File: src/rtl/cdc_word_tx_if.sv
// Handshake and crossing bus for cdc_word_tx: local valid/ready word input plus
// the held data bus, request flag and asynchronous acknowledge echo.
interface cdc_word_tx_if #(
   parameter int WIDTH = 8
) ();
   logic [WIDTH-1:0] in_data;
   logic             in_valid;
   logic             in_ready;
   logic [WIDTH-1:0] out_data;
   logic             out_flag;
   logic             ack_flag;

   // Transmitter (DUT) view
   modport slave (
      input  in_data,
      input  in_valid,
      input  ack_flag,
      output in_ready,
      output out_data,
      output out_flag
   );

   // Producer / remote-side view
   modport master (
      output in_data,
      output in_valid,
      output ack_flag,
      input  in_ready,
      input  out_data,
      input  out_flag
   );
endinterface

File: src/rtl/cdc_word_tx.sv
// Toggle-flag clock-crossing transmitter: FIFO-buffered words, held data bus, flag toggle, ack echo wait.
// Optional ack timeout with sticky err is enabled by defining CDC_WORD_TX_TIMEOUT_EN.
module cdc_word_tx #(
   parameter int WIDTH   = 8,
   parameter int DEPTH   = 4,
   parameter int DELAY   = 2,
   parameter int TIMEOUT = 1024
) (
   input  logic                     clk,
   input  logic                     reset_n,
   cdc_word_tx_if.slave             bus,
   output logic                     done,
   output logic                     busy,
   output logic [$clog2(DEPTH):0]   pending,
   output logic                     err,
   input  logic                     err_clear
);

   localparam int AW = $clog2(DEPTH);
   localparam int CW = AW + 1;

   typedef enum logic [1:0] {
      ST_IDLE     = 2'd0,
      ST_SETUP    = 2'd1,
      ST_WAIT_ACK = 2'd2
   } state_t;

   state_t           state_r;
   state_t           state_nxt_s;
   logic [WIDTH-1:0] mem_r [DEPTH];
   logic [AW-1:0]    wr_ptr_r;
   logic [AW-1:0]    rd_ptr_r;
   logic [CW-1:0]    count_r;
   logic [WIDTH-1:0] out_data_r;
   logic             out_flag_r;
   logic [DELAY-1:0] ack_sync_r;
   logic             ack_s;
   logic             ack_match_s;
   logic             in_ready_s;
   logic             push_s;
   logic             pop_s;
   logic             toggle_s;
   logic             done_s;
   logic             tmo_hit_s;

   assign in_ready_s  = (count_r != CW'(DEPTH));
   assign push_s      = bus.in_valid && in_ready_s;
   assign ack_s       = ack_sync_r[DELAY-1];
   assign ack_match_s = (ack_s == out_flag_r);

   // Ack echo synchronizer chain
   always_ff @(posedge clk or negedge reset_n) begin
      if (!reset_n) begin
         ack_sync_r <= '0;
      end else begin
         ack_sync_r <= {ack_sync_r[DELAY-2:0], bus.ack_flag};
      end
   end

`ifdef CDC_WORD_TX_TIMEOUT_EN
   localparam int TW = (TIMEOUT > 1) ? $clog2(TIMEOUT) : 1;
   localparam logic [TW-1:0] TMO_LAST = TW'(TIMEOUT - 1);

   logic [TW-1:0] tmo_cnt_r;
   logic          err_r;

   // A matching ack on the final count still completes the word normally
   assign tmo_hit_s = (state_r == ST_WAIT_ACK) && !ack_match_s && (tmo_cnt_r == TMO_LAST);

   // WAIT_ACK dwell counter, cleared while entering from SETUP
   always_ff @(posedge clk or negedge reset_n) begin
      if (!reset_n) begin
         tmo_cnt_r <= '0;
      end else if (state_r == ST_SETUP) begin
         tmo_cnt_r <= '0;
      end else if (state_r == ST_WAIT_ACK) begin
         tmo_cnt_r <= tmo_cnt_r + TW'(1);
      end
   end

   // Sticky timeout flag; a new timeout outranks a same-cycle clear
   always_ff @(posedge clk or negedge reset_n) begin
      if (!reset_n) begin
         err_r <= 1'b0;
      end else if (tmo_hit_s) begin
         err_r <= 1'b1;
      end else if (err_clear) begin
         err_r <= 1'b0;
      end
   end

   assign err = err_r;
`else
   logic unused_err_clear_s;

   assign tmo_hit_s          = 1'b0;
   assign err                = 1'b0;
   assign unused_err_clear_s = err_clear;
`endif

   // FSM state register
   always_ff @(posedge clk or negedge reset_n) begin
      if (!reset_n) begin
         state_r <= ST_IDLE;
      end else begin
         state_r <= state_nxt_s;
      end
   end

   // FSM next state and per-state control strobes
   always_comb begin
      state_nxt_s = state_r;
      pop_s       = 1'b0;
      toggle_s    = 1'b0;
      done_s      = 1'b0;
      case (state_r)
         ST_IDLE: begin
            if (count_r != CW'(0)) begin
               pop_s       = 1'b1;
               state_nxt_s = ST_SETUP;
            end else begin
               state_nxt_s = ST_IDLE;
            end
         end
         ST_SETUP: begin
            toggle_s    = 1'b1;
            state_nxt_s = ST_WAIT_ACK;
         end
         ST_WAIT_ACK: begin
            if (ack_match_s) begin
               done_s      = 1'b1;
               state_nxt_s = ST_IDLE;
            end else if (tmo_hit_s) begin
               state_nxt_s = ST_IDLE;
            end else begin
               state_nxt_s = ST_WAIT_ACK;
            end
         end
         default: begin
            state_nxt_s = ST_IDLE;
         end
      endcase
   end

   // FIFO storage; contents are only read behind a non-zero count
   always_ff @(posedge clk) begin
      if (push_s) begin
         mem_r[wr_ptr_r] <= bus.in_data;
      end
   end

   // FIFO pointers/count and the held crossing bus
   always_ff @(posedge clk or negedge reset_n) begin
      if (!reset_n) begin
         wr_ptr_r   <= '0;
         rd_ptr_r   <= '0;
         count_r    <= '0;
         out_data_r <= '0;
         out_flag_r <= 1'b0;
      end else begin
         if (push_s) begin
            wr_ptr_r <= wr_ptr_r + AW'(1);
         end
         if (pop_s) begin
            rd_ptr_r   <= rd_ptr_r + AW'(1);
            out_data_r <= mem_r[rd_ptr_r];
         end
         if (toggle_s) begin
            out_flag_r <= ~out_flag_r;
         end
         count_r <= count_r + CW'(push_s) - CW'(pop_s);
      end
   end

   assign bus.in_ready = in_ready_s;
   assign bus.out_data = out_data_r;
   assign bus.out_flag = out_flag_r;
   assign done         = done_s;
   assign busy         = (state_r != ST_IDLE);
   assign pending      = count_r + CW'(busy);

endmodule

File: src/flat_wrapper.sv
// flat-port wrapper written by rule: the top's interface ports become plain ports
module cdc_word_tx_flat 
#(
   parameter int WIDTH   = 8,
   parameter int DEPTH   = 4,
   parameter int DELAY   = 2,
   parameter int TIMEOUT = 1024
)
  (clk, reset_n, done, busy, pending, err, err_clear, bus_in_data, bus_in_valid, bus_ack_flag, bus_in_ready, bus_out_data, bus_out_flag);
  cdc_word_tx_if #(.WIDTH(WIDTH)) bus_i ();
  input  logic clk;
  input  logic reset_n;
  output logic done;
  output logic busy;
  output logic [$clog2(DEPTH):0] pending;
  output logic err;
  input  logic err_clear;
  input wire logic [$bits(bus_i.in_data)-1:0] bus_in_data;
  input wire logic [$bits(bus_i.in_valid)-1:0] bus_in_valid;
  input wire logic [$bits(bus_i.ack_flag)-1:0] bus_ack_flag;
  output wire logic [$bits(bus_i.in_ready)-1:0] bus_in_ready;
  output wire logic [$bits(bus_i.out_data)-1:0] bus_out_data;
  output wire logic [$bits(bus_i.out_flag)-1:0] bus_out_flag;
  assign bus_i.in_data = bus_in_data;
  assign bus_i.in_valid = bus_in_valid;
  assign bus_i.ack_flag = bus_ack_flag;
  assign bus_in_ready = bus_i.in_ready;
  assign bus_out_data = bus_i.out_data;
  assign bus_out_flag = bus_i.out_flag;
  cdc_word_tx #(.WIDTH(WIDTH), .DEPTH(DEPTH), .DELAY(DELAY), .TIMEOUT(TIMEOUT)) u_core (.clk(clk), .reset_n(reset_n), .bus(bus_i), .done(done), .busy(busy), .pending(pending), .err(err), .err_clear(err_clear));
endmodule
File: config.mk
export PLATFORM = sky130hd
export DESIGN_NAME = cdc_word_tx_flat
export DESIGN_NICKNAME = d
export VERILOG_FILES = /design/src/rtl/cdc_word_tx_if.sv /design/src/rtl/cdc_word_tx.sv /design/src/flat_wrapper.sv
export SDC_FILE = /design/constraint.sdc
export NUM_CORES = 1
export LEC_CHECK = 0
export BUFFER_PORTS_ARGS = -buffer_cell sky130_fd_sc_hd__buf_2
export CAP_MARGIN = 20
export CORE_MARGIN = 5
export CORE_UTILIZATION = 51
export DETAILED_ROUTE_END_ITERATION = 7
export MAX_ROUTING_LAYER = met4
export PLACE_DENSITY = 0.76
export SLEW_MARGIN = 0
export SYNTH_ARGS = -nofsm -noshare
export SYNTH_HDL_FRONTEND = slang
export SYNTH_SLANG_ARGS = --single-unit
File: constraint.sdc
create_clock -name clk -period 2.2 [get_ports clk]
set_input_delay 0.11 -clock clk [delete_from_list [all_inputs] [get_ports clk]]
set_output_delay 0.11 -clock clk [all_outputs]
set_load 0.03 [all_outputs]
==> impl_metrics.toml, run 1 <==
[route]
ant_nets = 0
wirelength_um = 3320
vias = 1013
drc = 0
viasPerCell = 5.07
wire_per_inst_um = 16.6
first_iter_violations = 29
dr.pass1.iters = 4

[synthesis]
synthCells = 114
yosysUniqueCellTypes = 26
yosysSeqAreaShare = 0.679
yosysTopAreaCell = "edfxtp_1"
yosys-top-cells-area = "edfxtp_1 (45%), dfrtp_1 (23%), mux4_2 (8.4%)"
synth_nets = 136
synth_seq_cells = 52
netlist_area_um2 = 2150
synth_top_area_share = 0.446
syn_area_per_cell_um2 = 18.9
yosysWarnings = 0

[timing]
skew_ns = 0.00590
slew_headroom = 0.605
worst_slew_pin_slew_ns = 0.592
drv_slew = 0
setup_viol = 0
hold_viol_final = 0
fmax_ghz = 0.483
min_period_ns = 2.07
fin_crit_sh = 0.941
hold-worst-slack_ns = 0.0299

[setup_path]
cp.required_ns = 2.38
crit_top_cell = "inv_1"
critPathSlowestCell = "dfrtp_1"
end_kind = "flop"
crit_type = "flop to flop"
cp.arrival_ns = 2.25
path_delay_family = "adder cells"
path_cells = "or2_1 -> nor2_8 -> ha_4 -> inv_1 -> ha_1 -> inv_1 -> fa_2 -> xnor2_2 -> xnor2_1"
startpoint_type = "flop"
crit_buf_inv = 2
rrSetupSlack_ns = 0.13
slowest_delay_ns = 0.41
crit_fanout = 4

[clock_network]
clockBufferDepth = 2
clock-sinks = 52
cts.clk_slew.worst_paths_ns = 0.09
clock_latency_ns = 0.29
cts_buffers = 5
cts_tree = "built"
cts_htree_levels = 2
root_buffer = "clkbuf_8"

[power_and_ir_drop]
combPwrFrac = 0.452
p_sw_w = 0.00146
pwr-share-seq = 0.411
peakVddDrop_mv = 0.758
power_leakage_nw = 1.01
internal_power_w = 0.00241
p_per_area_nw_per_um2 = 1560
sw_frac_of_total = 0.377
clock_power_share = 0.136

[layout]
syn_to_final_growth_pct = 15.2
drive_gt1_frac = 0.407
n_antenna_cell = 0
final_cells = 200
regArea_um2 = 1460
utilization = 0.611
fillCellCount = 298
multi_input_area_um2 = 657
nets = 171

[placement]
gp_congestion = 0.743
hpwl_um = 2240
io_buffers = 26
dp.cells = 189

[die]
io_pins = 29
fp.dieW_um = 75.0
die_area_um2 = 5620
core_area_um2 = 4060
rows = 23
start_util = 0.531
floorplan.die.height_um = 75.0

[run_status]
status = "finished, final reports clean"

[worst_hold_path]
hp-class = "primary input to flop"

[global_route]
grt_max_degree = 21
grt_pass1_wl_um = 5280
antenna_found_initial = 0
track_usage = 0.135
overflow = 0
grt_pass1_vias = 1071

[job]
max-cap-violations = 0
## sequential cells by signal (all words and copies together), names as in the netlist
signal and flops:
u_core.mem_r 32, u_core.bus.out_data 8, u_core.count_r 3, u_core.ack_sync_r 2, u_core.rd_ptr_r 2, u_core.state_r 2, u_core.wr_ptr_r 2, u_core.bus.out_flag 1
## worst paths after layout
path	start	to	cells after the start
max	u_core.state_r[1]	u_core.count_r[2]	9
min in group asynchronous	reset_n	u_core.ack_sync_r[1]	2
min reg2reg	u_core.ack_sync_r[0]	u_core.ack_sync_r[1]	0
min	bus_in_data[1]	u_core.mem_r[0][1]	1
max reg2reg	u_core.state_r[1]	u_core.count_r[2]	9
max in group asynchronous	reset_n	u_core.bus.out_data[4]	2
## power groups by stage
| stage | sequential (W) | clock [W] | combinational, W |
|---|---|---|---|
| floorplan | 0.00167 | 0 | 0.00124 |
| global placement | 0.00159 | 0 | 0.00164 |
| detailed placement | 0.00162 | 0 | 0.00170 |
| CTS | 0.00160 | 0.000541 | 0.00171 |
| global route | 0.00163 | 0.000579 | 0.00190 |
| finish | 0.00159 | 0.000527 | 0.00175 |
## area by class of cell
cell class / count / area share
clock buffer: 6 / 0.0293
clock inverter: 2 / 0.00656
inverter: 6 / 0.00908
multi-input combinational: 51 / 0.265
sequential: 52 / 0.589
tap: 50 / 0.0252
timing repair buffer: 33 / 0.0757
## through the flow
step | setup TNS, ns | area, um2 | power [W] | worst slack (ns)
finish | 0 | 2480 | 0.00386 | 0.130
global route | -0.00682 | 2480 | 0.00411 | -0.00682
CTS | 0 | 2450 | 0.00385 | 0.0386
detailed placement | 0 | 2340 | 0.00332 | 0.0647
global placement | 0 | 2340 | 0.00323 | 0.113
floorplan | 0 | 2160 | 0.00292 | 0.0230
## layer usage
metal / part of all wire / GRT usage / up-vias
li1: - / - / 475
met1: 0.40 / 0.150 / 516
met2: 0.55 / 0.236 / 17
met3: 0.039 / 0.0334 / 5
met4: 0.0099 / 0.0474 / 0
met5: 0 / - / -
## worst register-to-register path, stage by stage, from the launching register on
cell and delay, ns:
dfrtp_1 0.41, or2_1 0.31, nor2_8 0.12, ha_4 0.20, inv_1 0.05, ha_1 0.13
inv_1 0.06, fa_2 0.40, xnor2_2 0.15, xnor2_1 0.12
## Yosys cell counts (all sizes together)
library cell,number
nand2b,2
nor3,1
xor2,3
dfrtp,20
buf,5
mux2,9
nand2,1
edfxtp,32
o21ai,1
and2,4
ha,8
a21boi,1
xnor2,5
or2,1
inv,6
nor2,3
mux4,8
and3b,1
fa,1
conb,1
nor3b,1
## cell families after synthesis
| kind of cell | synth area share |
|---|---|
| flip-flops | 0.679 |
| multiplexers | 0.145 |
| AND/OR/NAND/NOR | 0.0523 |
| buffers and inverters | 0.0267 |
| adder cells (fa/ha/maj) | 0.0558 |
| XOR/XNOR | 0.0325 |
| AO/OA/AOI/OAI | 0.00755 |
| other | 0.00174 |
## placed cells by master (no fill, tap or decap), types with 4 or more instances in the layout
| cell type | count |
|---|---|
| inv_1 | 6 |
| mux4_2 | 8 |
| ha_1 | 7 |
| edfxtp_1 | 32 |
| buf_4 | 5 |
| dfrtp_1 | 20 |
| clkbuf_8 | 5 |
| xnor2_1 | 4 |
| mux2_4 | 8 |
| buf_2 | 26 |
| and2_1 | 4 |
## repair_timing
action	CTS	global route
hold endpoints to repair	21	0
setup endpoints to repair	0	1
resized for setup	0	3
buffers inserted	0	1
hold buffers	2	0
No activity file was read; power rests on OpenSTA's default activity.
==> inputs of run 2 (changes only) <==
--- a/config.mk
+++ b/config.mk
@@ -7,11 +7,14 @@
 export LEC_CHECK = 0
 export BUFFER_PORTS_ARGS = -buffer_cell sky130_fd_sc_hd__buf_2
 export CAP_MARGIN = 20
+export CELL_PAD_IN_SITES_DETAIL_PLACEMENT = 1
+export CELL_PAD_IN_SITES_GLOBAL_PLACEMENT = 2
 export CORE_MARGIN = 5
-export CORE_UTILIZATION = 51
+export CORE_UTILIZATION = 38
 export DETAILED_ROUTE_END_ITERATION = 7
+export GPL_TIMING_DRIVEN = 0
 export MAX_ROUTING_LAYER = met4
-export PLACE_DENSITY = 0.76
+export PLACE_DENSITY = 0.75
 export SLEW_MARGIN = 0
 export SYNTH_ARGS = -nofsm -noshare
 export SYNTH_HDL_FRONTEND = slang
==> run 2 against run 1 <==
  * Global-route usage shrank 2.0 points
  * Die area grew 29%
  * Sequential power shrank 4%
  * Critical path depth grew 1
  * Combinational power grew 9%
  * Largest power group unchanged
==> impl_metrics.toml, run 2 (same netlist as run 1, synthesis figures left out) <==
[global_route]
grt_pass1_vias = 1195
antenna_found_initial = 0
overflow = 0
grt_pass1_wl_um = 6050
track_usage = 0.115
grt_max_degree = 21

[setup_path]
cp.required_ns = 2.42
crit_buf_inv = 3
path_delay_family = "adder cells"
path_cells = "or2_1 -> buf_6 -> nor2_8 -> ha_4 -> inv_1 -> ha_2 -> inv_2 -> fa_2 -> xnor2_2 -> xnor2_1"
end_kind = "flop"
critPathSlowestCell = "dfrtp_1"
crit_fanout = 5
slowest_delay_ns = 0.40
crit_type = "flop to flop"
cp.arrival_ns = 2.34
startpoint_type = "flop"

[clock_network]
cts.clk_slew.worst_paths_ns = 0.10
cts_buffers = 5
clock_latency_ns = 0.30
clock-sinks = 52
cts_htree_levels = 2
cts_tree = "built"
root_buffer = "clkbuf_8"
clockBufferDepth = 2

[power_and_ir_drop]
peakVddDrop_mv = 0.471
p_per_area_nw_per_um2 = 1550
power_leakage_nw = 1.03

[layout]
mostFrequentLayoutCells = "edfxtp_1 (32), buf_2 (26), dfrtp_1 (18)"
n_antenna_cell = 0
final_area_um2 = 2560
utilization = 0.466
nets = 177
largest_register_ffs = 32
regMostFlops = "u_core.mem_r"
final_common_cell = "edfxtp_1"
drive_gt1_frac = 0.442
syn_to_final_growth_pct = 19.1

[timing]
fin_crit_sh = 0.964
drv_slew = 0
slew_headroom = 0.634
worst_slew_pin_slew_ns = 0.550
hold_viol_final = 0
fmax_ghz = 0.472
worst_slack_ns = 0.0803
hold-worst-slack_ns = 0.0211
min_period_ns = 2.12
setup_tns_ns = 0
setup_viol = 0
skew_ns = 0.0137

[route]
first_iter_violations = 47
ant_nets = 0
viasPerCell = 4.64
wire_per_inst_um = 16.0
wirelength_um = 3640
drc = 0
dr.pass1.iters = 4
vias = 1057

[placement]
post_dp_cell_area_um2 = 2380
io_buffers = 26
post-place-ws_ns = -0.136
hpwl_um = 2620
gp_congestion = 0.703

[run_status]
status = "finished, final reports clean"

[worst_hold_path]
hp-class = "primary input to flop"

[die]
rows = 27
core_area_um2 = 5510
fp.dieW_um = 85.3
floorplan.die.height_um = 85.3
io_pins = 29
die_area_um2 = 7270
start_util = 0.391

[job]
max-cap-violations = 0
## run 2: cell types whose count changed in the layout (fill, tap and decap cells not counted), moves of 2 or more
cell     change
dfrtp_2      +2
buf_6        +2
buf_4        +2
dfrtp_1      -2
## run 2: worst reg2reg max path, cell delays in order, from the launching register on
cell and delay (ns):
dfrtp_1 0.40, or2_1 0.24, buf_6 0.14, nor2_8 0.12, ha_4 0.20, inv_1 0.05, ha_2 0.16, inv_2 0.04
fa_2 0.36, xnor2_2 0.18, xnor2_1 0.14
## run 2: cell type report
class,count,area (um2)
fill,558,2940
sequential,52,1460
inverter,6,22.5
buffer,4,33.8
clock buffer,6,72.6
multi-input combinational,51,659
clock inverter,2,16.3
tap,72,90.1
timing repair buffer,35,205
## run 2: what timing repair did
item                                    CTS  global route
buffers inserted                          2             4
hold buffers                              2             1
resized for setup                         0             7
endpoints found under the setup margin    1             1
endpoints found under the hold margin    21             4
pin swaps                                 2             5
## run 2: through the flow
stage	total power (W)	instances
2_1_floorplan	0.00292	114
3_3_place_gp	0.00324	212
3_5_place_dp	0.00335	212
4_1_cts	0.00393	224
5_1_grt	0.00425	228
6_report	0.00397	228
## run 2: path summary, 6_finish.rpt
check,start,slack (ns),cells after the start,endpoint
min,bus_in_data[0],0.02,1,u_core.mem_r[3][0]
max,u_core.state_r[0],0.08,10,u_core.count_r[2]
max in group asynchronous,reset_n,1.53,2,u_core.count_r[1]
max reg2reg,u_core.state_r[0],0.08,10,u_core.count_r[2]
min in group asynchronous,reset_n,0.30,2,u_core.bus.out_data[7]
min reg2reg,u_core.ack_sync_r[0],0.36,0,u_core.ack_sync_r[1]
## run 2: layer usage
metal | global-route usage | part of all wire | wire length, um | vias up
li1 | - | - | - | 488
met1 | 0.123 | 0.39 | 1420 | 548
met2 | 0.199 | 0.56 | 2040 | 14
met3 | 0.0350 | 0.033 | 119 | 7
met4 | 0.0432 | 0.016 | 60 | 0
met5 | - | 0 | 0 | -
## run 2: report_power, final
group / internal, W / switching (W) / leakage, nW
clock: 0.000227 / 0.000305 / 0.0414
sequential: 0.00136 / 0.000171 / 0.526
combinational: 0.000889 / 0.00101 / 0.462
